$ cat src/rtl/dmem_pkg.sv
// Shared definitions for the data-memory arbiter slice.
//   state_e : arbiter sequencer states
//   owner_e : which requester owns the current transaction
//   DEPTH_DEF : default number of valid memory words
package dmem_pkg;

  typedef enum logic [1:0] {
    IDLE  = 2'd0,
    ISSUE = 2'd1,
    DONE  = 2'd2
  } state_e;

  typedef enum logic {
    OWN_A = 1'b0,
    OWN_B = 1'b1
  } owner_e;

  localparam int DEPTH_DEF = 32;

endpackage

$ cat src/rtl/dmem_arbiter_rr_arb2.sv
// Two-way round-robin grant, purely combinational.
//   req_i[0]     : port A request
//   req_i[1]     : port B request
//   last_owner_i : port granted most recently
//   valid_o      : at least one request present
//   owner_o      : winning port (meaningful only with valid_o)
module rr_arb2
  import dmem_pkg::*;
(
  input  logic [1:0] req_i,
  input  owner_e     last_owner_i,
  output logic       valid_o,
  output owner_e     owner_o
);

  always_comb begin
    valid_o = |req_i;
    owner_o = OWN_A;
    if (req_i == 2'b11) begin
      // Tie: hand the grant to whoever did not go last.
      owner_o = (last_owner_i == OWN_A) ? OWN_B : OWN_A;
    end else if (req_i[1]) begin
      owner_o = OWN_B;
    end
  end

endmodule

$ cat src/rtl/dmem_arbiter.sv
// Round-robin arbiter/sequencer in front of a single-port data memory
// with one cycle of registered read latency.
//   CLK, RESET          : clock (rising edge), asynchronous active-high reset
//   A_* / B_*           : requester ports (REQ level, WE, ADDR, WDATA in;
//                         ACK pulse, ERR, RDATA out)
//   M_*                 : memory strobes, address, write data, read data
//   BUSY                : high while a transaction is in ISSUE or DONE
// Each transaction takes IDLE -> ISSUE -> DONE; addresses >= DEPTH never
// strobe the memory and complete with ERR set.
module dmem_arbiter
  import dmem_pkg::*;
#(
  parameter int DATA_W = 32,
  parameter int ADDR_W = 32,
  parameter int DEPTH  = DEPTH_DEF
) (
  input  logic              CLK,
  input  logic              RESET,
  input  logic              A_REQ,
  input  logic              A_WE,
  input  logic [ADDR_W-1:0] A_ADDR,
  input  logic [DATA_W-1:0] A_WDATA,
  output logic              A_ACK,
  output logic              A_ERR,
  output logic [DATA_W-1:0] A_RDATA,
  input  logic              B_REQ,
  input  logic              B_WE,
  input  logic [ADDR_W-1:0] B_ADDR,
  input  logic [DATA_W-1:0] B_WDATA,
  output logic              B_ACK,
  output logic              B_ERR,
  output logic [DATA_W-1:0] B_RDATA,
  output logic              M_MEMREAD,
  output logic              M_MEMWRITE,
  output logic [ADDR_W-1:0] M_ADDR,
  output logic [DATA_W-1:0] M_WRITE_DATA,
  input  logic [DATA_W-1:0] M_READ_DATA,
  output logic              BUSY
);

  // Full-width limit so high address bits are never truncated away.
  localparam logic [ADDR_W-1:0] DEPTH_LIM = ADDR_W'(DEPTH);

  state_e            state_q, state_d;
  owner_e            last_owner_q, last_owner_d;
  owner_e            owner_q, owner_d;
  logic              err_q, err_d;
  logic              mem_rd_q, mem_rd_d;
  logic              mem_wr_q, mem_wr_d;
  logic [ADDR_W-1:0] m_addr_q, m_addr_d;
  logic [DATA_W-1:0] m_wdata_q, m_wdata_d;
  logic              a_ack_q, a_ack_d, a_err_q, a_err_d;
  logic              b_ack_q, b_ack_d, b_err_q, b_err_d;
  logic              busy_q, busy_d;

  logic              gnt_valid;
  owner_e            gnt_owner;
  logic              win_we;
  logic [ADDR_W-1:0] win_addr;
  logic [DATA_W-1:0] win_wdata;
  logic              win_in_range;

  rr_arb2 u_rr_arb2 (
    .req_i        ({B_REQ, A_REQ}),
    .last_owner_i (last_owner_q),
    .valid_o      (gnt_valid),
    .owner_o      (gnt_owner)
  );

  always_comb begin
    win_we       = (gnt_owner == OWN_B) ? B_WE    : A_WE;
    win_addr     = (gnt_owner == OWN_B) ? B_ADDR  : A_ADDR;
    win_wdata    = (gnt_owner == OWN_B) ? B_WDATA : A_WDATA;
    win_in_range = (win_addr < DEPTH_LIM);
  end

  always_ff @(posedge CLK or posedge RESET) begin
    if (RESET) begin
      state_q      <= IDLE;
      last_owner_q <= OWN_B;
      owner_q      <= OWN_A;
      err_q        <= 1'b0;
      mem_rd_q     <= 1'b0;
      mem_wr_q     <= 1'b0;
      m_addr_q     <= '0;
      m_wdata_q    <= '0;
      a_ack_q      <= 1'b0;
      a_err_q      <= 1'b0;
      b_ack_q      <= 1'b0;
      b_err_q      <= 1'b0;
      busy_q       <= 1'b0;
    end else begin
      state_q      <= state_d;
      last_owner_q <= last_owner_d;
      owner_q      <= owner_d;
      err_q        <= err_d;
      mem_rd_q     <= mem_rd_d;
      mem_wr_q     <= mem_wr_d;
      m_addr_q     <= m_addr_d;
      m_wdata_q    <= m_wdata_d;
      a_ack_q      <= a_ack_d;
      a_err_q      <= a_err_d;
      b_ack_q      <= b_ack_d;
      b_err_q      <= b_err_d;
      busy_q       <= busy_d;
    end
  end

  // Output registers are loaded on the edge entering the state in which
  // they must be visible, so ISSUE and DONE each see their values directly.
  always_comb begin
    state_d      = state_q;
    last_owner_d = last_owner_q;
    owner_d      = owner_q;
    err_d        = err_q;
    mem_rd_d     = 1'b0;
    mem_wr_d     = 1'b0;
    m_addr_d     = '0;
    m_wdata_d    = '0;
    a_ack_d      = 1'b0;
    a_err_d      = 1'b0;
    b_ack_d      = 1'b0;
    b_err_d      = 1'b0;
    busy_d       = 1'b0;
    unique case (state_q)
      IDLE: begin
        if (gnt_valid) begin
          state_d      = ISSUE;
          owner_d      = gnt_owner;
          last_owner_d = gnt_owner;
          err_d        = !win_in_range;
          mem_wr_d     = win_in_range && win_we;
          mem_rd_d     = win_in_range && !win_we;
          m_addr_d     = win_addr;
          m_wdata_d    = win_wdata;
          busy_d       = 1'b1;
        end
      end
      ISSUE: begin
        state_d = DONE;
        busy_d  = 1'b1;
        a_ack_d = (owner_q == OWN_A);
        a_err_d = (owner_q == OWN_A) && err_q;
        b_ack_d = (owner_q == OWN_B);
        b_err_d = (owner_q == OWN_B) && err_q;
      end
      DONE: begin
        state_d = IDLE;
      end
      default: begin
        state_d = IDLE;
      end
    endcase
  end

  assign M_MEMREAD    = mem_rd_q;
  assign M_MEMWRITE   = mem_wr_q;
  assign M_ADDR       = m_addr_q;
  assign M_WRITE_DATA = m_wdata_q;
  assign BUSY         = busy_q;
  assign A_ACK        = a_ack_q;
  assign A_ERR        = a_err_q;
  assign B_ACK        = b_ack_q;
  assign B_ERR        = b_err_q;

  // The memory's own output register only becomes valid in DONE, so read
  // data is steered straight through, gated by the registered ACK/ERR.
  assign A_RDATA = (a_ack_q && !a_err_q) ? M_READ_DATA : '0;
  assign B_RDATA = (b_ack_q && !b_err_q) ? M_READ_DATA : '0;

endmodule

$ cat config.mk
export PLATFORM = sky130hd
export DESIGN_NAME = dmem_arbiter
export DESIGN_NICKNAME = d
export VERILOG_FILES = /design/src/rtl/dmem_pkg.sv /design/src/rtl/dmem_arbiter_rr_arb2.sv /design/src/rtl/dmem_arbiter.sv
export SDC_FILE = /design/constraint.sdc
export NUM_CORES = 1
export LEC_CHECK = 0
export ABC_AREA = 0
export CORE_AREA = 2 2 118 120
export CTS_CLUSTER_DIAMETER = 40
export CTS_CLUSTER_SIZE = 12
export DETAILED_ROUTE_END_ITERATION = 6
export DIE_AREA = 0 0 120 122
export HOLD_SLACK_MARGIN = 0.06
export PLACE_DENSITY = 0.66
export SLEW_MARGIN = 20
export SYNTH_ARGS = -nofsm -noshare
export SYNTH_HDL_FRONTEND = slang
export SYNTH_SLANG_ARGS = --single-unit
$ cat constraint.sdc
create_clock -name CLK -period 3.1 [get_ports CLK]
set_clock_uncertainty 0.05 [all_clocks]
set_input_delay 0.93 -clock CLK [delete_from_list [all_inputs] [get_ports CLK]]
set_output_delay 0.93 -clock CLK [all_outputs]
set_load 0.02 [all_outputs]
==> impl_metrics.ini, run 1 <==
[cells_and_area]
areaGrowthSynthToFinish_pct = 102
nets = 868
nFillCells = 1281
final_cell_mix = 236 x clkdlybuf4s50_1, 130 x nand2_1, 75 x dfrtp_1
final_common_cell = clkdlybuf4s50_1
fin_cells = 888
drive_above_1_share_pct = 4.81

[power_and_ir_drop]
power_density_mw_per_mm2 = 687
total_power_w = 0.00484
p_leak_nw = 3.53
ir_worst_vdd_v = 0.000379

[yosys]
yosysWarningCount = 0
netlist_area_mm2 = 0.00350
ys_types = 24
postSynthCellCount = 405
avgSynthCellArea_um2 = 8.63
synth_fp_nets = 571
seq_area_frac_synth_pct = 54.4
ys_ff_latch = 76

[sta]
worst_pin_slew_ns = 0.499
whs_ns = 0.407
max_freq_mhz = 344
hold_violations = 0
period_share_pct = 93.7
fin_crit_ns = 2.90
finalMaxSlewViolations = 0
setup_viol = 0
rsz0062_at_grt = false
relSlewSlack_pct = 66.8

[global_routing]
grt_pass1_wl_um = 20900
use_met3_pct = 6.55
grt_max_degree = 77
gr-usage-met2_pct = 34.9
grtUsageMet1_pct = 18.1
grt_pass1_vias = 4121
antenna_found_initial = 1
grtUsageTotal_pct = 18.3
gr-total-overflow = 0
busiest_layer = met2

[floorplanning]
pin_count = 301
core_area_mm2 = 0.0135
dieArea_mm2 = 0.0146
fp.dieH_um = 122
rows = 43
initial_core_util_pct = 25.9
die_x_um = 120

[placement]
routabilityCongestion = 0.736
io_buffers = 300
place_hpwl_um = 10900
dpl.cell_count = 871

[run]
max_cap_violations = 0

[worst_setup_path]
ff2ff_path_depth = 5
startpoint_type = primary input
crit_fanout = 2
crit_required_ns = 2.12
worstPathArrival_ns = 1.92
end_kind = output pin
criticalPathCategory = primary input to output pin

[routing]
drt-initial-drc-count = 195
drc = 0
wl_per_cell_um = 15.7
vias = 4029
dr.pass1.iters = 4
routed_wirelength_um = 13900
ant_nets = 0
viasPerCell = 4.54

[clock_network]
h-tree-depth = 3
insertion_delay_ns = 0.32
root_buffer = clkbuf_16
post-cts-setup-buffers = 0
cts_buffers = 9
cts_sinks = 76
ctsHoldBuffers = 0
ctsResizeCount = 44
cts.path.max_buffers = 2
tritoncts = yes
clk_pin_slew_ns = 0.06

[min_path]
hold_path.class = register to register
min_path_cells = 1

[outcome]
outcome = finished, final reports clean
## logic make-up after synthesis
family | after synthesis | synth area share [%]
and+or+nand+nor | 226 | 30.9
DFF | 76 | 54.4
buffers and inverters | 29 | 3.51
AOI/OAI and AO/OA | 74 | 11.1
## path summary, 6_finish.rpt
check	startpoint	end	slack (ns)
setup reg to reg	last_owner_q$_DFFE_PP1P_	M_MEMREAD$_DFF_PP0_	1.39
max in group asynchronous	RESET	last_owner_q$_DFFE_PP1P_	1.68
hold / removal	state_q[1]$_DFFE_PP0P_	BUSY$_DFF_PP0_	0.41
min in group asynchronous	RESET	M_WRITE_DATA[8]$_DFF_PP0_	0.95
setup / recovery	M_READ_DATA[19]	B_RDATA[19]	0.20
hold reg to reg	state_q[1]$_DFFE_PP0P_	BUSY$_DFF_PP0_	0.41
## cell type report
class	count	area [um2]	area share [%]
diodes	1	2.50	0.0355
clock buffers	12	246	3.50
clock inverters	4	72.6	1.03
inverters	2	8.76	0.124
multi-input cells	300	1490	21.1
flip-flops and latches	76	1900	27.0
well taps	180	225	3.19
repair buffers	313	3100	44.0
## synthesized netlist by cell type
library cell	number	area share, %
nor2_1	6	0.64
nand2_1	130	14
nor4_1	9	1.6
a21bo_2	1	0.29
nor4_2	1	0.36
o21a_1	1	0.21
o21ai_1	1	0.14
buf_2	11	1.6
a22o_1	1	0.25
a21boi_2	1	0.32
nor2b_1	4	0.72
and2_1	66	12
and3b_1	1	0.25
nand4_1	4	0.72
and3_1	1	0.18
dfrtp_1	75	54
a21oi_1	67	9.6
or4_1	2	0.43
o21ai_0	1	0.14
clkbuf_1	16	1.7
a31oi_1	1	0.18
nor3_1	2	0.29
dfstp_2	1	0.75
inv_1	2	0.21
## sequential cells by signal (all words and copies together), names as in the netlist
signal / count
M_WRITE_DATA: 32
A_ACK: 1
A_ERR: 1
M_MEMREAD: 1
B_ACK: 1
M_ADDR: 32
state_q: 2
M_MEMWRITE: 1
BUSY: 1
last_owner_q: 1
err_q: 1
owner_q: 1
B_ERR: 1
## routing by layer
layer | vias to the layer above | wire, um
li1 | 1908 | -
met5 | - | 0
met4 | 0 | 252
met3 | 18 | 1410
met2 | 191 | 7500
met1 | 1912 | 4740
## stage by stage
stage / worst slack, ns / instance area [um2] / TNS (ns) / util, %
finish: 0.196 / 7050 / 0 / 52.2
global placement: -0.0910 / 6740 / -0.758 / 49.9
CTS: 0.00209 / 7000 / 0 / 51.8
detailed placement: -0.0890 / 6740 / -0.793 / 49.9
global route: 0.162 / 7050 / 0 / 52.2
floorplan: 0.183 / 3500 / 0 / -
## power breakdown
part           switching (W)  internal [W]  leakage (nW)  total (W)
Clock               0.000400      0.000726         0.153    0.00113
Sequential          0.000103       0.00127          1.00    0.00138
Combinational        0.00129       0.00105          2.37    0.00234
## critical path, cell delays in order
cell	delay [ns]
clkdlybuf4s50_1	0.53
and2_1	0.14
dlygate4sd2_1	0.33
(Power assumes the default switching activity.)
==> run 2, diff against run 1 <==
--- a/config.mk
+++ b/config.mk
@@ -5,14 +5,14 @@
 export SDC_FILE = /design/constraint.sdc
 export NUM_CORES = 1
 export LEC_CHECK = 0
-export ABC_AREA = 0
+export ABC_AREA = 1
 export CORE_AREA = 2 2 118 120
 export CTS_CLUSTER_DIAMETER = 40
 export CTS_CLUSTER_SIZE = 12
 export DETAILED_ROUTE_END_ITERATION = 6
 export DIE_AREA = 0 0 120 122
 export HOLD_SLACK_MARGIN = 0.06
-export PLACE_DENSITY = 0.66
+export PLACE_DENSITY = 0.69
 export SLEW_MARGIN = 20
 export SYNTH_ARGS = -nofsm -noshare
 export SYNTH_HDL_FRONTEND = slang
==> impl_metrics.ini, run 2 <==
[routing]
dr.pass1.iters = 5
viasPerCell = 4.15
wl_per_cell_um = 14.7
vias = 4273
drc = 0
ant_nets = 0
routed_wirelength_um = 15100
drt-initial-drc-count = 193

[sta]
fin_crit_ns = 2.91
worst_slack_ns = 0.189
rsz0062_at_grt = false
relSlewSlack_pct = 59.7
setup_viol = 0
max_freq_mhz = 344
hold_violations = 0
finalMaxSlewViolations = 0
worst_pin_slew_ns = 0.603
period_share_pct = 93.9
whs_ns = 0.403

[clock_network]
clk_pin_slew_ns = 0.06
root_buffer = clkbuf_16
cts_sinks = 76
h-tree-depth = 3
insertion_delay_ns = 0.33
post-cts-setup-buffers = 0
cts.path.max_buffers = 2
cts_buffers = 9
tritoncts = yes

[floorplanning]
rows = 43
initial_core_util_pct = 29.4
die_x_um = 120
core_area_mm2 = 0.0135
pin_count = 301
dieArea_mm2 = 0.0146
fp.dieH_um = 122

[min_path]
hp-start = state_q[1]$_DFFE_PP0P_
whs_endpoint = state_q[1]$_DFFE_PP0P_
min_path_cells = 1
hold_path.class = register to register

[yosys]
synth_common_cells = 189 x nor2_1, 88 x nand2_1, 75 x dfrtp_1, 69 x inv_1, 37 x o21ai_0
synth_ff_type = dfrtp_1
synth_edf_count = 0
synth.largest_area_cell = dfrtp_1
synth_fp_nets = 713
seq_area_frac_synth_pct = 48.0
async_flop_share_pct = 100
postSynthCellCount = 547
ys_types = 28
ys_ff_latch = 76
avgSynthCellArea_um2 = 7.25
yosysWarningCount = 0
synth_area_leaders = dfrtp_1 47%, nor2_1 18%, nand2_1 8.3%
synth_top_area_share_pct = 47.3
netlist_area_mm2 = 0.00397
yosysMostFrequentCell = nor2_1

[worst_setup_path]
end_kind = output pin
crit_fanout = 2
crit-reg2reg-launch = last_owner_q$_DFFE_PP1P_
reg2reg_slack_ns = 1.22
worstPathArrival_ns = 1.93
criticalPathCategory = primary input to output pin
startpoint_type = primary input
crit_required_ns = 2.12
ff2ff_path_depth = 11
r2r-end = M_MEMWRITE$_DFF_PP0_

[global_routing]
grtUsageTotal_pct = 20.3
antenna_found_initial = 2
grt_pass1_vias = 4004
grt_pass1_wl_um = 22200
gr-total-overflow = 0
grt_max_degree = 33

[cells_and_area]
final_core_util_pct = 54.7
drive_above_1_share_pct = 6.49
fin_cells = 1030
final_common_cell = clkdlybuf4s50_1
final_cell_mix = 236 x clkdlybuf4s50_1, 189 x nor2_1, 88 x nand2_1
areaGrowthSynthToFinish_pct = 86.3
nFillCells = 1315
nets = 1011

[power_and_ir_drop]
power_density_mw_per_mm2 = 704
ir_worst_vdd_v = 0.000324
p_leak_nw = 3.80

[outcome]
outcome = finished, final reports clean

[placement]
routabilityCongestion = 0.796
dpl.cell_count = 1014
io_buffers = 300
place_worst_setup_slack_ns = -0.100
place_hpwl_um = 12000

[run]
max_cap_violations = 0
==> run 2: final cells by class <==
class                           count  area (um2)  area share, %
Sequential cell                    76        1900           25.8
Clock inverter                      4        51.3          0.695
Inverter                           70         264           3.57
Antenna cell                        2        5.00         0.0678
Timing Repair Buffer              318        3080           41.8
Clock buffer                       10         239           3.24
Tap cell                          180         225           3.05
Multi-Input combinational cell    370        1610           21.9
==> run 2: metrics by stage <==
step                setup TNS, ns  cell area [um2]  total power, W
floorplan                       0             3970         0.00287
CTS                             0             7380         0.00526
global placement            -1.11             7160         0.00430
finish                          0             7390         0.00520
global route                    0             7390         0.00552
detailed placement          -1.42             7160         0.00432
==> run 2: worst max-delay path by stage <==
| stage | slack [ns] | startpoint | to | cells after the start |
|---|---|---|---|---|
| after floorplan | 0.18 | RESET | A_ACK$_DFF_PP0_ | 1 |
| after global placement | -0.11 | M_READ_DATA[0] | A_RDATA[0] | 4 |
| after detailed placement | -0.10 | M_READ_DATA[0] | A_RDATA[0] | 4 |
| after CTS | 0.003 | M_READ_DATA[4] | A_RDATA[4] | 4 |
| after global routing | 0.14 | M_READ_DATA[29] | A_RDATA[29] | 4 |
| final | 0.19 | M_READ_DATA[0] | A_RDATA[0] | 4 |
==> run 2: repair_timing <==
| item | CTS | global route |
|---|---|---|
| gates resized for setup | 61 | 1 |
| endpoints found under the hold margin | 0 | 0 |
| endpoints found under the setup margin | 61 | 1 |
| hold buffers | 0 | 0 |
==> run 2: critical path, cell delays in order <==
cell and delay (ns):
clkdlybuf4s50_1 0.45, inv_1 0.08, nor2_1 0.10, dlygate4sd2_1 0.36
==> run 2: metal layers <==
layer  vias up  share of wire (%)  track usage (%)
met5         -                  0                0
met4         0                2.0             8.16
met3        18                6.0             4.78
met2       153                 54             37.0
met1      1875                 38             22.9
li1       2227                  -                -
==> run 2: cell families after synthesis <==
| kind of cell | count (synthesis) | share of synthesized area [%] |
|---|---|---|
| flops | 76 | 48.0 |
| compound gates | 47 | 6.69 |
| buf+inv | 101 | 11.3 |
| simple gates | 323 | 34.0 |
==> run 2: where the power goes <==
part           leakage (nW)  internal [W]  switching [W]  total (W)
clock network         0.140      0.000636       0.000403    0.00104
logic                  2.66       0.00115        0.00157    0.00273
registers             0.991       0.00133       0.000100    0.00143
total                  3.80       0.00312        0.00208    0.00520
==> run 3, diff against run 2 <==
--- a/config.mk
+++ b/config.mk
@@ -5,14 +5,13 @@
 export SDC_FILE = /design/constraint.sdc
 export NUM_CORES = 1
 export LEC_CHECK = 0
-export ABC_AREA = 1
 export CORE_AREA = 2 2 118 120
 export CTS_CLUSTER_DIAMETER = 40
 export CTS_CLUSTER_SIZE = 12
 export DETAILED_ROUTE_END_ITERATION = 6
 export DIE_AREA = 0 0 120 122
 export HOLD_SLACK_MARGIN = 0.06
-export PLACE_DENSITY = 0.69
+export PLACE_DENSITY_LB_ADDON = 0.08
 export SLEW_MARGIN = 20
 export SYNTH_ARGS = -nofsm -noshare
 export SYNTH_HDL_FRONTEND = slang
==> impl_metrics.ini, run 3 (same netlist as run 1, synthesis figures left out) <==
[worst_setup_path]
crit_path_max_incr_delay_ns = 0.54
end_kind = output pin
cp_cell_sequence = clkdlybuf4s50_1, and2_1, dlygate4sd2_1
crit_required_ns = 2.12
startpoint_type = primary input
criticalPathCategory = primary input to output pin
worstPathArrival_ns = 1.94
cpMaxStageDelayCell = clkdlybuf4s50_1
crit_fanout = 2

[min_path]
hold_path.class = register to register

[power_and_ir_drop]
power_density_mw_per_mm2 = 673
swShare_pct = 37.3
p_leak_nw = 3.78
pwr-share-comb_pct = 49.9
p_int_w = 0.00300
p_switching_w = 0.00179
ir_worst_vdd_v = 0.000291
pwr-share-seq_pct = 28.6
pwr-share-clk_pct = 21.4

[routing]
dr.pass1.iters = 6
viasPerCell = 4.45
ant_nets = 0
wl_per_cell_um = 16.2
routed_wirelength_um = 14400
drc = 0
vias = 3955
drt-initial-drc-count = 145

[cells_and_area]
final_cell_mix = 236 x clkdlybuf4s50_1, 130 x nand2_1, 75 x dfrtp_1
fin_cells = 888
drive_above_1_share_pct = 4.95
nFillCells = 1291
seq_area_mm2 = 0.00190
nets = 869
final_area_mm2 = 0.00712
areaGrowthSynthToFinish_pct = 104
final_common_cell = clkdlybuf4s50_1
multi_input_area_mm2 = 0.00149

[sta]
hold_violations = 0
finalMaxSlewViolations = 0
setup_viol = 0
rsz0062_at_grt = false
worst_pin_slew_ns = 0.445
relSlewSlack_pct = 70.1
fin_crit_ns = 2.92
max_freq_mhz = 342
period_share_pct = 94.2

[global_routing]
grt_pass1_wl_um = 21300
grtUsageTotal_pct = 18.9
antenna_found_initial = 1
gr-total-overflow = 0
grt_pass1_vias = 3928
grt_max_degree = 77

[clock_network]
clk_pin_slew_ns = 0.06
insertion_delay_ns = 0.32
ctsHoldBuffers = 0
cts_sinks = 76
cts.path.max_buffers = 2
root_buffer = clkbuf_16
cts_buffers = 9
h-tree-depth = 3
tritoncts = yes
post-cts-setup-buffers = 0

[floorplanning]
initial_core_util_pct = 25.9
dieArea_mm2 = 0.0146
pin_count = 301
fp.dieH_um = 122
die_x_um = 120
rows = 43
core_area_mm2 = 0.0135

[placement]
dpl.cell_count = 872
io_buffers = 300
routabilityCongestion = 0.768
place_area_mm2 = 0.00676
place_hpwl_um = 11200

[run]
max_cap_violations = 0

[outcome]
outcome = finished, final reports clean
## run 3: cell count changes in the layout (fill, tap and decap cells not counted), moves of 15 or more
cell	delta
nor2_1	-183
o21ai_0	-37
and2_1	+66
nand3_1	-15
dlymetal6s2s_1	+38
inv_1	-67
dlygate4sd2_1	-37
nand3b_1	-15
a21oi_1	+66
nand2_1	+42
## run 3: routing by layer
metal,track usage [%],up-vias,wire [um]
li1,-,1908,-
met1,20.0,1837,5230
met2,35.8,195,7690
met3,6.55,15,1290
met4,4.71,0,202
met5,0,-,0
## run 3: worst max-delay path, delay by kind of cell
kind	cells	cell delay, ns
buffers and inverters	2	0.86
AND/OR/NAND/NOR	1	0.14
## run 3: through the flow
step / TNS, ns / util [%] / total power (W) / hold slack, ns / worst slack [ns]
after floorplan: 0 / - / 0.00255 / 0.377 / 0.183
after global placement: -0.379 / 50.0 / 0.00386 / 0.405 / -0.0980
after detailed placement: -0.529 / 50.0 / 0.00388 / 0.403 / -0.0922
after CTS: 0 / 52.0 / 0.00489 / 0.426 / 0.000657
after global routing: 0 / 52.7 / 0.00508 / 0.455 / 0.163
final: 0 / 52.7 / 0.00479 / 0.421 / 0.178
## run 3: final timing paths
| check | depth (start not counted) | slack (ns) | to | startpoint |
|---|---|---|---|---|
| worst max-delay path | 3 | 0.18 | B_RDATA[28] | M_READ_DATA[28] |
| worst max register to register | 5 | 1.40 | M_MEMREAD$_DFF_PP0_ | last_owner_q$_DFFE_PP1P_ |
| min in group asynchronous | 3 | 0.97 | M_WRITE_DATA[25]$_DFF_PP0_ | RESET |
| worst min-delay path | 1 | 0.42 | BUSY$_DFF_PP0_ | state_q[1]$_DFFE_PP0P_ |
| worst min register to register | 1 | 0.42 | BUSY$_DFF_PP0_ | state_q[1]$_DFFE_PP0P_ |
| max in group asynchronous | 3 | 1.71 | last_owner_q$_DFFE_PP1P_ | RESET |
## run 3: layout make-up
cell class | instances | share of cell area (%)
antenna | 1 | 0.0351
clock buffer | 11 | 3.41
clock inverter | 4 | 0.703
inverter | 2 | 0.123
multi-input combinational | 300 | 20.9
sequential | 76 | 26.7
tap | 180 | 3.16
timing repair buffer | 314 | 44.9
## run 3: power by group through the flow
stage	clock network (W)	registers, W	logic, W
floorplan	0	0.00171	0.000840
global placement	0	0.00138	0.00248
detailed placement	0	0.00139	0.00249
CTS	0.00106	0.00138	0.00245
global route	0.00111	0.00140	0.00256
finish	0.00103	0.00137	0.00239
## run 3: repair_timing
| action | 4_1_cts | 5_1_grt |
|---|---|---|
| setup endpoints to repair | 24 | 39 |
| gates cloned | 0 | 0 |
| gates resized for setup | 24 | 39 |
